## src/rtl/regfile_pkg.sv

```systemverilog
// Shared widths, requester indices and data types for the register-file
// writeback arbiter.
package regfile_pkg;

    localparam int REG_NUM_WIDTH = 5;
    localparam int REG_WIDTH     = 32;
    localparam int NUM_REQ       = 3;
    localparam int NUM_REGS      = 1 << REG_NUM_WIDTH;

    localparam int REQ_ALU = 0;
    localparam int REQ_LSU = 1;
    localparam int REQ_CSR = 2;

    typedef logic [REG_NUM_WIDTH-1:0] reg_idx_t;
    typedef logic [REG_WIDTH-1:0]     reg_data_t;

endpackage

```

## src/rtl/rr_arbiter.sv

```systemverilog
// Round-robin arbiter: the search starts at the pointer and wraps upward;
// the pointer moves past the winner only when the grant is taken.
module rr_arbiter #(
    parameter int NUM_REQ = 3
) (
    input  logic               clock,
    input  logic               reset,
    input  logic [NUM_REQ-1:0] valid,
    input  logic               taken,
    output logic [NUM_REQ-1:0] grant
);

    localparam int            PW   = (NUM_REQ > 1) ? $clog2(NUM_REQ) : 1;
    localparam logic [PW:0]   N_W  = (PW+1)'(NUM_REQ);
    localparam logic [PW-1:0] LAST = PW'(NUM_REQ - 1);

    logic [PW-1:0] ptr_q, ptr_d;
    logic [PW-1:0] win_idx;
    logic [PW:0]   cand_sum;
    logic [PW-1:0] cand;
    logic          found;

    always_comb begin
        grant    = '0;
        win_idx  = ptr_q;
        found    = 1'b0;
        cand_sum = '0;
        cand     = '0;
        for (int off = 0; off < NUM_REQ; off++) begin
            cand_sum = {1'b0, ptr_q} + (PW+1)'(off);
            if (cand_sum >= N_W) begin
                cand_sum = cand_sum - N_W;
            end
            cand = cand_sum[PW-1:0];
            if (!found && valid[cand]) begin
                found       = 1'b1;
                grant[cand] = 1'b1;
                win_idx     = cand;
            end
        end
    end

    always_comb begin
        ptr_d = ptr_q;
        if (taken) begin
            ptr_d = (win_idx == LAST) ? '0 : win_idx + PW'(1);
        end
    end

    always_ff @(posedge clock or negedge reset) begin
        if (!reset) begin
            ptr_q <= '0;
        end else begin
            ptr_q <= ptr_d;
        end
    end

endmodule

```

## src/rtl/regfile_wb_arbiter.sv

```systemverilog
// Shares the register-file write port between ALU/LSU/CSR writeback and
// tracks which destination registers still have a write outstanding.
module regfile_wb_arbiter
    import regfile_pkg::*;
(
    input  logic                             clock,
    input  logic                             reset,
    input  logic [NUM_REQ-1:0]               req_valid,
    output logic [NUM_REQ-1:0]               req_ready,
    input  logic [NUM_REQ*REG_NUM_WIDTH-1:0] req_addr,
    input  logic [NUM_REQ*REG_WIDTH-1:0]     req_data,
    input  logic                             rsv_en,
    input  reg_idx_t                         rsv_addr,
    input  logic                             rs1En,
    input  reg_idx_t                         rs1Addr,
    input  logic                             rs2En,
    input  reg_idx_t                         rs2Addr,
    output logic                             hazard,
    output logic                             rdEn,
    output reg_idx_t                         rdAddr,
    output reg_data_t                        rdData
);

    // Handshake: requester i transfers in the cycle where req_valid[i] and
    // req_ready[i] are both high; it holds valid/addr/data until then, and
    // ready is never withdrawn while valid is held and the pointer is unchanged.
    logic                handshake;
    reg_idx_t            win_addr;
    reg_data_t           win_data;
    logic                rd_en_q, rd_en_d;
    reg_idx_t            rd_addr_q, rd_addr_d;
    reg_data_t           rd_data_q, rd_data_d;
    logic [NUM_REGS-1:0] pend_q, pend_d;

    rr_arbiter #(
        .NUM_REQ (NUM_REQ)
    ) u_rr_arbiter (
        .clock (clock),
        .reset (reset),
        .valid (req_valid),
        .taken (handshake),
        .grant (req_ready)
    );

    assign handshake = |(req_valid & req_ready);

    always_comb begin
        win_addr = '0;
        win_data = '0;
        for (int i = 0; i < NUM_REQ; i++) begin
            if (req_ready[i]) begin
                win_addr = req_addr[i*REG_NUM_WIDTH +: REG_NUM_WIDTH];
                win_data = req_data[i*REG_WIDTH +: REG_WIDTH];
            end
        end
    end

    // x0 writes complete the handshake but never reach the register file.
    always_comb begin
        rd_en_d   = handshake && (win_addr != '0);
        rd_addr_d = handshake ? win_addr : rd_addr_q;
        rd_data_d = handshake ? win_data : rd_data_q;
    end

    // Clear on the commit edge first so a same-edge reservation wins.
    always_comb begin
        pend_d = pend_q;
        if (rd_en_q) begin
            pend_d[rd_addr_q] = 1'b0;
        end
        if (rsv_en && (rsv_addr != '0)) begin
            pend_d[rsv_addr] = 1'b1;
        end
        pend_d[0] = 1'b0;
    end

    always_ff @(posedge clock or negedge reset) begin
        if (!reset) begin
            rd_en_q   <= 1'b0;
            rd_addr_q <= '0;
            rd_data_q <= '0;
            pend_q    <= '0;
        end else begin
            rd_en_q   <= rd_en_d;
            rd_addr_q <= rd_addr_d;
            rd_data_q <= rd_data_d;
            pend_q    <= pend_d;
        end
    end

    // The last term stops a second producer being reserved for a busy register.
    assign hazard = (rs1En && pend_q[rs1Addr]) ||
                    (rs2En && pend_q[rs2Addr]) ||
                    (rsv_en && pend_q[rsv_addr]);

    assign rdEn   = rd_en_q;
    assign rdAddr = rd_addr_q;
    assign rdData = rd_data_q;

    rd_commit_reserved: assert property (
        @(posedge clock) disable iff (!reset) rd_en_q |-> pend_q[rd_addr_q]
    );

endmodule

```

## config.mk

```make
export PLATFORM = sky130hd
export DESIGN_NAME = regfile_wb_arbiter
export DESIGN_NICKNAME = d
export VERILOG_FILES = /design/src/rtl/regfile_pkg.sv /design/src/rtl/rr_arbiter.sv /design/src/rtl/regfile_wb_arbiter.sv
export SDC_FILE = /design/constraint.sdc
export NUM_CORES = 1
export LEC_CHECK = 0
export BUFFER_PORTS_ARGS = -buffer_cell sky130_fd_sc_hd__clkbuf_2
export CAP_MARGIN = 10
export CORE_ASPECT_RATIO = 1.5
export CORE_UTILIZATION = 54
export CTS_CLUSTER_DIAMETER = 80
export DETAILED_ROUTE_END_ITERATION = 10
export GPL_ROUTABILITY_DRIVEN = 0
export GPL_TIMING_DRIVEN = 1
export PLACE_DENSITY = 0.86
export SLEW_MARGIN = 20
export SYNTH_ARGS = -nofsm -noshare
export SYNTH_HDL_FRONTEND = slang
export SYNTH_SLANG_ARGS = --single-unit
```

## constraint.sdc

```tcl
create_clock -name clock -period 4.9 [get_ports clock]
set_input_delay 0.245 -clock clock [delete_from_list [all_inputs] [get_ports clock]]
set_output_delay 0.245 -clock clock [all_outputs]
set_load 0.1 [all_outputs]
```

# After elaboration in Yosys (flattened, before gate mapping)
# Cells that the tools add are included.
dict set report op_classes {
  n_bitwise 6
  reduce_logical 19
  addsub 6
  n_lt_le_gt_ge 15
  mux 42
  n_eq_ne 1
}
# cell count
set op_table {}
lappend op_table {{$mux 32} 5}
lappend op_table {{$and 32x32->32} 1}
lappend op_table {{$not 32->32} 1}
lappend op_table {{$or 32x32->32} 1}
lappend op_table {{$lt 5x6->1 const B} 4}
lappend op_table {{$bmux 1 s5} 3}
lappend op_table {{$mux 5} 3}
lappend op_table {{$mux 2} 7}
lappend op_table {{$mux 1} 13}
lappend op_table {{$logic_and 1x1->1} 12}
lappend op_table {{$demux 1 s5} 2}
lappend op_table {{$ge 5x1->1 const B} 2}
lappend op_table {{$reduce_bool 5->1} 2}
lappend op_table {{$lt 2x3->1 const B} 3}
lappend op_table {{$mux 3} 3}
lappend op_table {{$bmux 1 s2} 3}
lappend op_table {{$demux 1 s2} 3}
lappend op_table {{$ge 2x1->1 const B} 3}
lappend op_table {{$ge 3x2->1 const B} 2}
lappend op_table {{$or 3x3->3} 2}
lappend op_table {{$sub 2x2->2 const B} 3}
lappend op_table {{$add 2x1->3 const B} 1}
lappend op_table {{$add 2x2->3 const B} 1}
lappend op_table {{$and 3x3->3} 1}
lappend op_table {{other kinds (6)} 8}
dict set report totals {
  reg_bits 71
  elab_cells 94
  in_bits 134
}

# Longest topological paths before layout
dict set report depth {
  word_depth 16
  depth_mapped 14
  ltp_nobuf 10
}

# Cells and area by module
# From an unflattened synthesis, not the netlist that was laid out.
dict set report unflattened {
  cells_unflattened 511
  hier_area_um2 4543.1
}
# module area_each_um2 cells_each seq_area_each_um2 instances
set by_module_without_submodules {}
lappend by_module_without_submodules {regfile_wb_arbiter 4126.5 457 1726.7 1}
lappend by_module_without_submodules {rr_arbiter 416.6 54 50.0 1}

# Least setup slack after synthesis
# Ideal clock, no wire load.
dict set report synth_path {
  path_kind {register to register}
  start {reg u_rr_arbiter.ptr_q[0]}
  end {reg rd_data_q[0] (netlist: rdData[0])}
  setup_ns 0.070
  slack_ns 1.481
  path_stages_with_launch 13
  arrival_ns 3.349
  path_buffers 3
  synth_period_minus_slack_ns 3.419
  cell_sequence {dfrtp_1 inv_1 ha_1 buf_2 nand2_1 a2111oi_0 a221oi_2 a21oi_1 buf_6 clkbuf_1 nand3_1 a31oi_1 mux2_1}
}
dict set report synth_between {
  elab_chain_len 14
  elab_cells_between_ends 48
  cone_classes {add/sub: 5; order compare: 9; mux: 23; bitwise: 3; reduce/logical: 8}
}
# element line_no
set synth_rtl {}
lappend synth_rtl {{from (decl)} rr_arbiter.sv:17} ;# logic [PW-1:0] ptr_q, ptr_d;
lappend synth_rtl {{from (signal assigned)} rr_arbiter.sv:54} ;# ptr_q <= ptr_d;
lappend synth_rtl {{$add 2x1->3 (tied with other cells)} rr_arbiter.sv:30} ;# cand_sum = {1'b0, ptr_q} + (PW+1)'(off);
lappend synth_rtl {{$ge 3x2->1 (tied with other cells)} rr_arbiter.sv:31} ;# if (cand_sum >= N_W) begin
lappend synth_rtl {{$mux 2 (tied with other cells)} rr_arbiter.sv:31}
lappend synth_rtl {{$lt 2x3->1 (implied by the code) (tied with other cells)} rr_arbiter.sv:37} ;# grant[cand] = 1'b1;
lappend synth_rtl {{$logic_and 1x1->1 (implied by the code) (tied with other cells)} rr_arbiter.sv:37}
lappend synth_rtl {{$mux 1 (implied by the code) (tied with other cells)} rr_arbiter.sv:37}
lappend synth_rtl {{$demux 1 s2 (tied with other cells)} -}
lappend synth_rtl {{$or 3x3->3 (no source line) or $mux 1 (tied branches)} -}
lappend synth_rtl {{$mux 3 or $logic_not 1->1 (tied branches)} rr_arbiter.sv:35} ;# if (!found && valid[cand]) begin
lappend synth_rtl {{$or 3x3->3 (no source line) or $logic_and 1x1->1 (tied branches)} -}
lappend synth_rtl {{$mux 3 (*)} rr_arbiter.sv:35}
lappend synth_rtl {{via req_ready[0]} regfile_wb_arbiter.sv:9} ;# output logic [NUM_REQ-1:0] req_ready,
lappend synth_rtl {{$mux 32 (3 in series)} regfile_wb_arbiter.sv:51} ;# if (req_ready[i]) begin
lappend synth_rtl {{to (signal assigned)} regfile_wb_arbiter.sv:86} ;# rd_data_q <= rd_data_d;
lappend synth_rtl {{to (decl)} regfile_wb_arbiter.sv:32} ;# reg_data_t rd_data_q, rd_data_d;
# Mark *: on every way through the listed nets, which the timed path passes. The rest lies on a longest branch. The select of a mux whose other input is x is not followed.
# A chain may end at the register's enable or synchronous reset.

# Worst setup path in the final report
dict set report layout_path {
  start {reg u_rr_arbiter.ptr_q[0]}
  end {reg u_rr_arbiter.ptr_q[0]}
}
dict set report layout_between {
  elab_chain_len 13
  elab_cells_between_ends 51
  cone_classes {add/sub: 6; order compare: 9; eq/ne: 1; mux: 24; bitwise: 3; reduce/logical: 8}
}
# element line_no
set layout_rtl {}
lappend layout_rtl {{$add 2x1->3 (tied with other cells)} rr_arbiter.sv:30}
lappend layout_rtl {{$ge 3x2->1 (tied with other cells)} rr_arbiter.sv:31}
lappend layout_rtl {{$mux 2 (tied with other cells)} rr_arbiter.sv:31}
lappend layout_rtl {{$lt 2x3->1 (implied by the code) (tied with other cells)} rr_arbiter.sv:37}
lappend layout_rtl {{$logic_and 1x1->1 (implied by the code) (tied with other cells)} rr_arbiter.sv:37}
lappend layout_rtl {{$mux 1 (implied by the code) (tied with other cells)} rr_arbiter.sv:37}
lappend layout_rtl {{$demux 1 s2 (tied with other cells)} -}
lappend layout_rtl {{$or 3x3->3 (no source line) or $mux 1 (tied branches)} -}
lappend layout_rtl {{$mux 3 or $logic_not 1->1 (tied branches)} rr_arbiter.sv:35}
lappend layout_rtl {{$or 3x3->3 (no source line) or $logic_and 1x1->1 (tied branches)} -}
lappend layout_rtl {{$mux 3 or $mux 2 (tied branches)} rr_arbiter.sv:35}
lappend layout_rtl {{$and 3x3->3 (tied with other cells)} regfile_wb_arbiter.sv:45} ;# assign handshake = |(req_valid & req_ready);
lappend layout_rtl {{$reduce_or 3->1 or $mux 2 (tied branches)} {regfile_wb_arbiter.sv:45, rr_arbiter.sv:46}}
# Several ways; a longest one is shown, not always the timed one. The select of a mux whose other input is x is not followed.

==> key figures <==
Die
  – Die X: 79.2 um
  – Initial cell density of the core: 0.566
  – Total core area: 8520 sq um
  – Number of rows in the core area: 41
  – I/O pin count: 176
  – Vertical die dimension: 118 um
  – Full die area: 9320 sq um

Worst setup path
  – Data required time at the worst endpoint: 5.15 ns
  – Crit Path Category: reg2reg
  – Termination of the worst setup path: u_rr_arbiter.ptr_q[0]$_DFFE_PN0P_
  – Worst Setup Start Kind: flip-flop
  – Register-to-register path setup slack: 1.14 ns
  – Endpoint of the worst-slack reg-to-reg timing path: u_rr_arbiter.ptr_q[0]$_DFFE_PN0P_
  – Launch point of the worst reg-to-reg path: u_rr_arbiter.ptr_q[0]$_DFFE_PN0P_
  – Arrival @ worst endpoint: 4.01 ns
  – Worst-case reg-to-reg path depth: 10
  – Critical path fanouts, max: 42
  – Worst setup startpoint: u_rr_arbiter.ptr_q[0]$_DFFE_PN0P_
  – Critical Path Sink Type: flip-flop

Global routing
  – Initial antenna violation count: 0
  – Largest net degree at the start of global routing: 71
  – Wire length of the first global-routing pass: 22800 um
  – Total gr overflow: 0
  – Via count of the first global-routing pass: 4730
  – Overall track demand over capacity in global routing: 0.317

CTS
  – Clock-pin transition on the worst setup and hold timing paths: 0.06 ns
  – TritonCTS clock tree: yes
  – Post-cts sizing count: 0
  – Clock buffer depth: 2
  – CTS Root Cell: clkbuf_16
  – Total setup buffers inserted after CTS: 0
  – TritonCTS buffer count: 9
  – Clock latency of the later-clocked register in the worst-skew pair: 0.34 ns
  – # clock sinks: 71
  – H-Tree Depth: 3

Yosys
  – Sequential cell area fraction in the yosys report: 0.368
  – Cell type contributing the most total cell area after synthesis: dfrtp_1
  – Cell area after technology mapping: 4820 sq um
  – Mean instance size in the synthesized netlist: 9.42 sq um
  – Cell count after synthesis: 512
  – Number of different library cells in the post-synthesis netlist: 52
  – Synth Warn #: 0
  – Most area-consuming cells after synthesis: dfrtp_1 37%, mux4_2 12%, mux2_1 7.9%
  – Area fraction of the dominant cell type after synthesis: 0.368
  – Synthesized netlist net count: 650
  – Flip-flop and latch count after synthesis: 71

Drt
  – Residual antenna-violating net count after detailed routing: 0
  – Number of design rule violations left after detail routing: 0
  – Number of iterations in the first detailed-routing pass: 5
  – Total number of vias: 4877
  – Wire length reported by the detailed router: 14100 um
  – Initial detailed-routing violation count: 548
  – Via-per-instance ratio: 6.28
  – Average wire length per cell after detail routing: 18.2 um

Finish
  – Diode insertion count for antenna repair: 0
  – Final net count: 802
  – Fraction of final layout cells with drive strength greater than 1: 0.354
  – Area overhead of the layout relative to synthesis: 23.6%
  – Final instance count without filler cells: 776

Timing
  – RSZ-0062 raised after global routing: no
  – Max-slew headroom at the worst pin: 0.359
  – Final hold vios: 0
  – Sum of negative setup slack: 0 ns
  – Fin crit period: 3.76 ns
  – Tcrit/Tclk final: 0.767
  – Maximum achievable frequency: 0.266 GHz
  – Number of endpoints failing setup at the final stage: 0
  – Slew Viols, Final: 0
  – Slew at the pin with the worst max-slew slack: 0.962 ns
  – Clock Skews: 0.00780 ns

Run
  – Max-capacitance violation count: 0

Min path
  – Beginning of the worst hold path: req_data[85]
  – Worst min-delay path category: in2reg

Placement
  – DPL Wire Length: 10400 um
  – Count of buffers inserted at the top-level ports: 175
  – Number of instances in the placed design: 759

Outcome
  – Run status: completed
==> flip-flops by register name, summed over array words and instances (netlist names) <==
signal and count:
rdEn 1, rdData 32, pend_q 31, u_rr_arbiter.ptr_q 2
rdAddr 5
==> how the worst min path moves through the flow <==
stage / endpoint / slack [ns] / cells past startpoint
floorplan: pend_q[10]$_DFF_PN0_ / -0.05 / 0
global placement: pend_q[1]$_DFF_PN0_ / 0.23 / 1
detailed placement: pend_q[3]$_DFF_PN0_ / 0.24 / 1
CTS: rdAddr[3]$_DFFE_PN0P_ / 0.28 / 4
global route: rdData[21]$_DFFE_PN0P_ / 0.33 / 4
finish: rdData[21]$_DFFE_PN0P_ / 0.29 / 4
==> repair_timing <==
action                     CTS  global route
hold endpoints to repair    22             0
setup endpoints to repair    0             0
hold buffers                 1             0
==> synth_stat cells (all sizes together) <==
cell type and count:
and4b 1, o41ai 1, and4bb 1, mux2 40, a211o 3, o22ai 6
nand2b 2, nor2b 2, or3 2, a221o 1, dfrtp 71, a21o 1
o21ba 1, o211ai 2, buf 18, and3 1, nand4 1, a2111oi 1
ha 4, and2 4, nor3b 1, nand3 43, mux2i 3, o41a 1
clkbuf 21, nor4 2, a211oi 2, and3b 3, or2 1, nor3 1
a32oi 1, nor2 46, mux4 25, inv 15, or3b 3, o21ai 74
nand3b 11, a22o 1, o21a 1, a311o 1, a221oi 3, a21oi 8
a31oi 35, nand2 47
==> critical path: stages (launching register included) <==
cell       delay (ns)
dfrtp_1          0.40
inv_1            0.10
ha_1             0.57
nand2_1          0.13
a2111oi_0        0.49
a221oi_2         0.09
a21oi_2          0.16
buf_4            0.38
a221o_2          0.87
o21ai_0          0.29
o22ai_1          0.18
==> metal layers <==
layer / share of wire / track usage / vias up / routed length, um
li1: - / - / 2205 / -
met1: 0.36 / 0.370 / 2316 / 5050
met2: 0.53 / 0.546 / 297 / 7500
met3: 0.073 / 0.0620 / 59 / 1040
met4: 0.038 / 0.153 / 0 / 536
met5: 0 / 0 / - / 0
==> final cells by class <==
type / count / area, sq um
clock buffer: 10 / 229
fill: 661 / 2550
clock inverter: 6 / 68.8
tap: 107 / 134
multi-input combinational: 387 / 2780
sequential: 71 / 1780
timing repair buffer: 180 / 916
inverter: 15 / 56.3
==> through the flow <==
stage | utilization | area, sq um | setup slack (ns) | hold WS [ns]
CTS | 0.700 | 5960 | 1.11 | 0.283
finish | 0.700 | 5960 | 1.14 | 0.295
global route | 0.700 | 5960 | 0.701 | 0.330
floorplan | - | 4820 | 1.48 | -0.0506
detailed placement | 0.664 | 5660 | 1.14 | 0.244
global placement | 0.664 | 5660 | 1.32 | 0.230
==> layout by cell type, fill, tap and decap left out, types with 2 or more instances in the layout <==
cell type / count
a211o_1: 3
a211oi_1: 2
a21oi_1: 7
a221oi_1: 2
a31oi_1: 35
and2_1: 3
and3b_1: 3
buf_4: 4
clkbuf_16: 9
clkbuf_2: 174
clkinvlp_4: 4
dfrtp_1: 71
ha_1: 4
inv_1: 12
inv_2: 3
mux2_1: 34
mux2_2: 5
mux2i_1: 3
mux4_2: 25
nand2_1: 47
nand2b_1: 2
nand3_1: 43
nand3b_1: 11
nor2_1: 46
nor2b_1: 2
nor4_1: 2
o211ai_1: 2
o21ai_0: 74
o22ai_1: 6
or3_1: 2
or3b_2: 3
==> kinds of logic after synthesis <==
group | synth area share
AO/OA/AOI/OAI | 0.176
flip-flops | 0.368
buffers and inverters | 0.0558
adder cells (fa/ha/maj) | 0.0104
AND/OR/NAND/NOR | 0.173
multiplexers | 0.217
Power is left out: the tool's default activity adds up to more than one toggle a clock period on the data nets, which glitch-free logic cannot reach.
